**src/rtl/pcie_cpld_tx_generator.sv**
```systemverilog
// Completer-side CplD builder: splits a read request into MAX_PAYLOAD_DW completions and streams
// 3DW-header TLPs with QW-aligned payload onto a 256-bit Avalon-ST TX interface.
module pcie_cpld_tx_generator #(
  parameter int unsigned MAX_PAYLOAD_DW = 16
) (
  input  logic         i_clock,
  input  logic         i_reset_n,
  input  logic [15:0]  i_cfg_completer_id,
  input  logic         i_req_valid,
  output logic         o_req_ready,
  input  logic [9:0]   i_req_len_dw,
  input  logic [7:0]   i_req_tag,
  input  logic [15:0]  i_req_requester_id,
  input  logic [6:0]   i_req_lower_addr,
  output logic         o_req_err,
  input  logic [255:0] i_din_data,
  input  logic         i_din_valid,
  output logic         o_din_ready,
  output logic [255:0] o_tx_data,
  output logic         o_tx_valid,
  input  logic         i_tx_ready,
  output logic         o_tx_sop,
  output logic         o_tx_eop,
  output logic [1:0]   o_tx_empty
);

  localparam logic [10:0] MpsDw = 11'(MAX_PAYLOAD_DW);

  typedef enum logic [1:0] {StIdle, StHdr, StBody} state_e;

  state_e         r_state, w_state_nxt;
  logic           r_armed, r_err;
  logic [15:0]    r_cpl_id, r_req_id;
  logic [7:0]     r_tag;
  logic [6:0]     r_addr;
  logic [10:0]    r_rem;
  logic [7:0]     r_in_left, r_out_left;
  logic [127:0]   r_residue;
  logic [255:0]   r_tx_data;
  logic           r_tx_valid, r_tx_sop, r_tx_eop;
  logic [1:0]     r_tx_empty;

  logic           w_accept, w_addr_bad, w_load, w_push, w_sop, w_eop, w_chunk_done, w_din_last;
  logic [10:0]    w_n;
  logic [7:0]     w_in_beats, w_out_beats;
  logic [3:0]     w_last_cnt, w_din_cnt, w_used;
  logic [2:0]     w_used_mod;
  logic [1:0]     w_empty;
  logic [255:0]   w_din_m, w_beat;
  logic [127:0]   w_hdr;

  // r_armed keeps req_ready low until the first clock after reset release
  assign o_req_ready = r_armed && (r_state == StIdle);
  assign o_req_err   = r_err;
  assign o_tx_data   = r_tx_data;
  assign o_tx_valid  = r_tx_valid;
  assign o_tx_sop    = r_tx_sop;
  assign o_tx_eop    = r_tx_eop;
  assign o_tx_empty  = r_tx_empty;

  assign w_accept   = i_req_valid && o_req_ready;
  assign w_addr_bad = (i_req_lower_addr[2:0] != 3'd0);
  assign w_load     = !r_tx_valid || i_tx_ready;

  assign w_n         = (r_rem > MpsDw) ? MpsDw : r_rem;
  assign w_in_beats  = 8'((w_n + 11'd7) >> 3);
  assign w_out_beats = 8'((w_n + 11'd11) >> 3);
  assign w_last_cnt  = {1'b0, 3'(w_n[2:0] - 3'd1)} + 4'd1;
  assign w_used_mod  = 3'(w_n[2:0] + 3'd4);
  assign w_used      = (w_used_mod == 3'd0) ? 4'd8 : {1'b0, w_used_mod};
  assign w_empty     = 2'((4'd8 - w_used) >> 1);

  // Only the final input beat of a chunk can be partial; its surplus DWs are zeroed
  assign w_din_last = (r_state == StHdr) ? (w_in_beats == 8'd1) : (r_in_left == 8'd1);
  assign w_din_cnt  = w_din_last ? w_last_cnt : 4'd8;

  always_comb begin
    w_din_m = '0;
    for (int i = 0; i < 8; i++) begin
      if (4'(i) < w_din_cnt) w_din_m[32*i +: 32] = i_din_data[32*i +: 32];
    end
  end

  assign w_hdr = {32'h0,
                  r_req_id, r_tag, 1'b0, r_addr,
                  r_cpl_id, 4'h0, r_rem[9:0], 2'b00,
                  3'b010, 5'b01010, 14'h0, w_n[9:0]};

  always_comb begin
    w_state_nxt  = r_state;
    o_din_ready  = 1'b0;
    w_push       = 1'b0;
    w_beat       = '0;
    w_sop        = 1'b0;
    w_eop        = 1'b0;
    w_chunk_done = 1'b0;
    unique case (r_state)
      StIdle: begin
        if (w_accept && !w_addr_bad) w_state_nxt = StHdr;
      end
      StHdr: begin
        o_din_ready = w_load;
        if (w_load && i_din_valid) begin
          w_push = 1'b1;
          w_sop  = 1'b1;
          w_beat = {w_din_m[127:0], w_hdr};
          if (w_out_beats == 8'd1) begin
            w_eop        = 1'b1;
            w_chunk_done = 1'b1;
          end else begin
            w_state_nxt = StBody;
          end
        end
      end
      StBody: begin
        o_din_ready = w_load && (r_in_left != 8'd0);
        if (w_load && ((r_in_left == 8'd0) || i_din_valid)) begin
          w_push = 1'b1;
          w_beat = {((r_in_left != 8'd0) ? w_din_m[127:0] : 128'h0), r_residue};
          if (r_out_left == 8'd1) begin
            w_eop        = 1'b1;
            w_chunk_done = 1'b1;
          end
        end
      end
      default: w_state_nxt = StIdle;
    endcase
    if (w_chunk_done) w_state_nxt = (r_rem == w_n) ? StIdle : StHdr;
  end

  always_ff @(posedge i_clock or negedge i_reset_n) begin
    if (!i_reset_n) begin
      r_state    <= StIdle;
      r_armed    <= 1'b0;
      r_err      <= 1'b0;
      r_cpl_id   <= '0;
      r_req_id   <= '0;
      r_tag      <= '0;
      r_addr     <= '0;
      r_rem      <= '0;
      r_in_left  <= '0;
      r_out_left <= '0;
      r_residue  <= '0;
      r_tx_data  <= '0;
      r_tx_valid <= 1'b0;
      r_tx_sop   <= 1'b0;
      r_tx_eop   <= 1'b0;
      r_tx_empty <= '0;
    end else begin
      r_armed <= 1'b1;
      r_state <= w_state_nxt;
      r_err   <= w_accept && w_addr_bad;
      if (w_accept && !w_addr_bad) begin
        r_cpl_id <= i_cfg_completer_id;
        r_req_id <= i_req_requester_id;
        r_tag    <= i_req_tag;
        r_addr   <= i_req_lower_addr;
        r_rem    <= (i_req_len_dw == 10'd0) ? 11'd1024 : {1'b0, i_req_len_dw};
      end
      if (w_push) begin
        if (r_state == StHdr) begin
          r_in_left  <= w_in_beats - 8'd1;
          r_out_left <= w_out_beats - 8'd1;
          r_residue  <= w_din_m[255:128];
        end else begin
          r_out_left <= r_out_left - 8'd1;
          if (r_in_left != 8'd0) begin
            r_in_left <= r_in_left - 8'd1;
            r_residue <= w_din_m[255:128];
          end else begin
            r_residue <= '0;
          end
        end
      end
      if (w_chunk_done) begin
        r_rem  <= r_rem - w_n;
        r_addr <= r_addr + {w_n[4:0], 2'b00};
      end
      if (w_load) begin
        r_tx_valid <= w_push;
        r_tx_data  <= w_beat;
        r_tx_sop   <= w_sop;
        r_tx_eop   <= w_eop;
        r_tx_empty <= w_eop ? w_empty : 2'd0;
      end
    end
  end

endmodule

```
**config.mk**
```make
export PLATFORM = sky130hd
export DESIGN_NAME = pcie_cpld_tx_generator
export DESIGN_NICKNAME = d
export VERILOG_FILES = /design/src/rtl/pcie_cpld_tx_generator.sv
export SDC_FILE = /design/constraint.sdc
export NUM_CORES = 1
export LEC_CHECK = 0
export CAP_MARGIN = 30
export CORE_AREA = 10 10 216 218
export CTS_CLUSTER_SIZE = 24
export DETAILED_ROUTE_END_ITERATION = 8
export DIE_AREA = 0 0 226 228
export HOLD_SLACK_MARGIN = 0.1
export PLACE_DENSITY = 0.76
export SETUP_SLACK_MARGIN = 0.2
export SLEW_MARGIN = 10
export SYNTH_ARGS = -nofsm -noshare
export SYNTH_HDL_FRONTEND = slang
export SYNTH_SLANG_ARGS = --single-unit
export TNS_END_PERCENT = 50
```
**constraint.sdc**
```tcl
create_clock -name i_clock -period 4.1 [get_ports i_clock]
set_input_delay 0.41 -clock i_clock [delete_from_list [all_inputs] [get_ports i_clock]]
set_output_delay 0.41 -clock i_clock [all_outputs]
set_load 0.03 [all_outputs]
```
==> flow_summary.json <==
{
  "cp-start-kind": "register",
  "grt-ovfl-total": 0,
  "synthFlopType": "dfrtp_1",
  "grt.total_usage": 0.248,
  "grt_pass1_vias": 15700,
  "first_iter_violations": 1271,
  "finalMaxSlewViolations": 0,
  "initial_core_util": 0.435,
  "reg2reg_to": "r_residue[112]",
  "finalHoldViolations": 0,
  "cp_cell_sequence": "or4_1, nor2_4, nand2_1, ha_1, inv_1, o21ai_0, and2_1, ha_1, nand2_1, o31ai_1, o311ai_2, buf_4, o21a_1, buf_4, a22o_1",
  "slowest_stage": "or4_1",
  "yosys.area_share.adder": 0.0133,
  "synthArstFlopShare": 1.00,
  "avgSynthCellArea_um2": 12.0,
  "grt_pass1_wl_um": 99400,
  "ir_drop_mv": 0.383,
  "setup_viol": 0,
  "finalClockSkew_ps": 25.3,
  "crit_type": "reg2reg",
  "vias_per_cell": 5.75,
  "synthMuxAreaShare": 0.00162,
  "drt_pass1_iterations": 5,
  "synth_top_area_frac": 0.632,
  "gp_congestion": 0.892,
  "worstSetupEndpointType": "register",
  "reg2reg_depth": 15,
  "io_buffers": 581,
  "crit_cells": 15,
  "synth_common_cells": "467 x dfrtp_1, 322 x a22o_1, 234 x nand2_1",
  "ctsRootBufferMaster": "clkbuf_16",
  "relSlewSlack": 0.302,
  "dp_cells": 2580,
  "min_path_type": "in2reg",
  "grt_max_degree": 210,
  "wl_per_cell_um": 24.7,
  "num_vias": 15400,
  "finalNetCount": 2423,
  "cts.htree.levels": 2,
  "synthCells": 1538,
  "placed_area_um2": 24900,
  "fin_crit_ps": 3630,
  "antenna_left": 0,
  "synth_edf_count": 0,
  "max-cap-violations": 0,
  "synth_area_um2": 18500,
  "stdcell_count": 2681,
  "die_y_um": 228,
  "worst_pin_slew_ps": 1050,
  "rsz0062_at_grt": "false",
  "drc_errors": 0,
  "fin_setup_tns_ps": 0,
  "die_w_um": 226,
  "cts_buffer_depth": 3,
  "cts_tree": "built",
  "p_leak_nw": 11.8,
  "area_delta_synth_final_pct": 44.2,
  "clk_latency_ps": 600,
  "clkTransAtPathRegs_ps": 60,
  "critical_path.max_fanout": 32,
  "rr_startpoint": "r_rem[7]",
  "ys_seq_area_frac": 0.632,
  "min_to": "r_cpl_id[9]",
  "worstPathArrival_ps": 4150,
  "clock-sinks": 467,
  "antenna_found_initial": 15,
  "wirelength_um": 66200,
  "synth_top_family_by_area": "compound AO/OA/AOI/OAI gates",
  "synth_most_common_cell": "dfrtp_1",
  "numCtsBuffers": 49,
  "powerDensity_nw_per_um2": 693,
  "io-pin-count": 582,
  "crit_family": "simple AND/OR/NAND/NOR gates",
  "utilization": 0.628,
  "fmax_mhz": 276,
  "yosysWarnings": 0,
  "final_layout_size_suffix_gt1_frac": 0.0673,
  "synth_largest_area_cell": "dfrtp_1",
  "synthDistinctLibCells": 62,
  "synthXorXnorAreaFrac": 0.00284,
  "hp-start": "i_cfg_completer_id[9]",
  "yosys.area_share.simple": 0.0802,
  "synth_area_leaders": "dfrtp_1 63%, a22o_1 15%, nand2_1 4.7%",
  "synth_compound_area_frac": 0.234,
  "power_mw": 18.5,
  "cp.required_ps": 4620,
  "finalInstanceArea_um2": 26700,
  "finalCritPeriodShare": 0.885,
  "post-dp-hpwl_um": 46800,
  "rows": 76,
  "min_path_cells": 3,
  "ff2ff_setup_slack_ps": 470,
  "cp_slowest_stage_delay_ps": 630,
  "die_area_um2": 51500,
  "ys_ff_latch": 467,
  "design.core.area_um2": 42500,
  "crit_buf_inv": 3,
  "status": "complete, no violations"
}
-- per-layer routing --
layer | global-route usage | vias to the layer above | part of all wire
li1 | - | 6761 | -
met1 | 0.292 | 7798 | 0.37
met2 | 0.414 | 727 | 0.49
met3 | 0.0893 | 111 | 0.10
met4 | 0.0802 | 12 | 0.027
met5 | 0 | - | 0.0013
-- power by group --
group | switching (mW) | internal [mW]
combinational | 3.97 | 2.82
clock | 1.90 | 2.79
sequential | 0.955 | 6.04
-- cell usage in the layout, fill, tap and decap left out, types with 10 or more instances in the layout --
master           count
buf_4               18
clkbuf_1            10
clkinv_2            10
clkbuf_16           50
nand3_1             11
a22o_1             322
nor3_1              16
inv_1               20
ha_1                18
o21ai_0             97
nand2_1            234
a21oi_1             23
a22oi_1             63
nor2_1              33
diode_2             11
clkdlybuf4s50_1    580
buf_12              12
dfrtp_1            467
-- registers in the layout, summed over array words and instances (netlist names), 2 cells and up --
register    count
r_tag           8
r_in_left       8
r_cpl_id       16
r_out_left      8
r_req_id       16
o_tx_data     256
r_state         2
r_addr          7
r_residue     128
o_tx_empty      2
r_rem          11
-- per-stage QoR --
step / setup slack (ps) / hold slack, ps
2_1_floorplan: 824 / 114
3_3_place_gp: 421 / 458
3_5_place_dp: 382 / 462
5_1_grt: 260 / 341
4_1_cts: 338 / 313
6_report: 471 / 335
-- how the worst max path moves through the flow --
stage / to / startpoint / slack [ps]
after floorplan: r_addr[4] / r_rem[7] / 820
after detailed placement: o_tx_data[214] / r_rem[7] / 380
after CTS: o_tx_data[218] / r_rem[7] / 340
after global placement: o_tx_data[212] / r_rem[7] / 420
after global routing: r_rem[10] / r_rem[7] / 260
final: r_residue[112] / r_rem[7] / 470
-- kinds of logic (layout without fill, tap and decap cells) --
kind of cell / count (synthesis) / in the layout
AO/OA/AOI/OAI: 555 / 555
XOR/XNOR: 6 / 6
adder cells (fa/ha/maj): 19 / 19
buffers and inverters: 142 / 727
flip-flops: 467 / 467
multiplexers: 3 / 3
other: 1 / 13
AND/OR/NAND/NOR: 345 / 345
-- layout make-up --
| type | instances | area, um^2 |
|---|---|---|
| Timing Repair Buffer | 615 | 6250 |
| Clock buffer | 69 | 1410 |
| Multi-Input combinational cell | 930 | 6240 |
| Inverter | 23 | 86.3 |
| Clock inverter | 20 | 287 |
| Tap cell | 546 | 683 |
| Fill cell | 3243 | 15800 |
| Sequential cell | 467 | 11700 |
| Antenna cell | 11 | 27.5 |
-- timing repair --
action / 4_1_cts / 5_1_grt
hold buffers: 1 / 0
endpoints found under the setup margin: 0 / 27
setup buffers: 0 / 0
gates resized for setup: 0 / 3
endpoints found under the hold margin: 114 / 0
-- worst reg2reg max path: cells and delay by family, from the launching register on --
family / cells / cell delay (ps)
buffers and inverters: 3 / 720
flip-flops: 1 / 440
adder cells (fa/ha/maj): 2 / 460
AO/OA/AOI/OAI: 5 / 730
AND/OR/NAND/NOR: 5 / 1200
No activity file was read; power rests on OpenSTA's default activity.
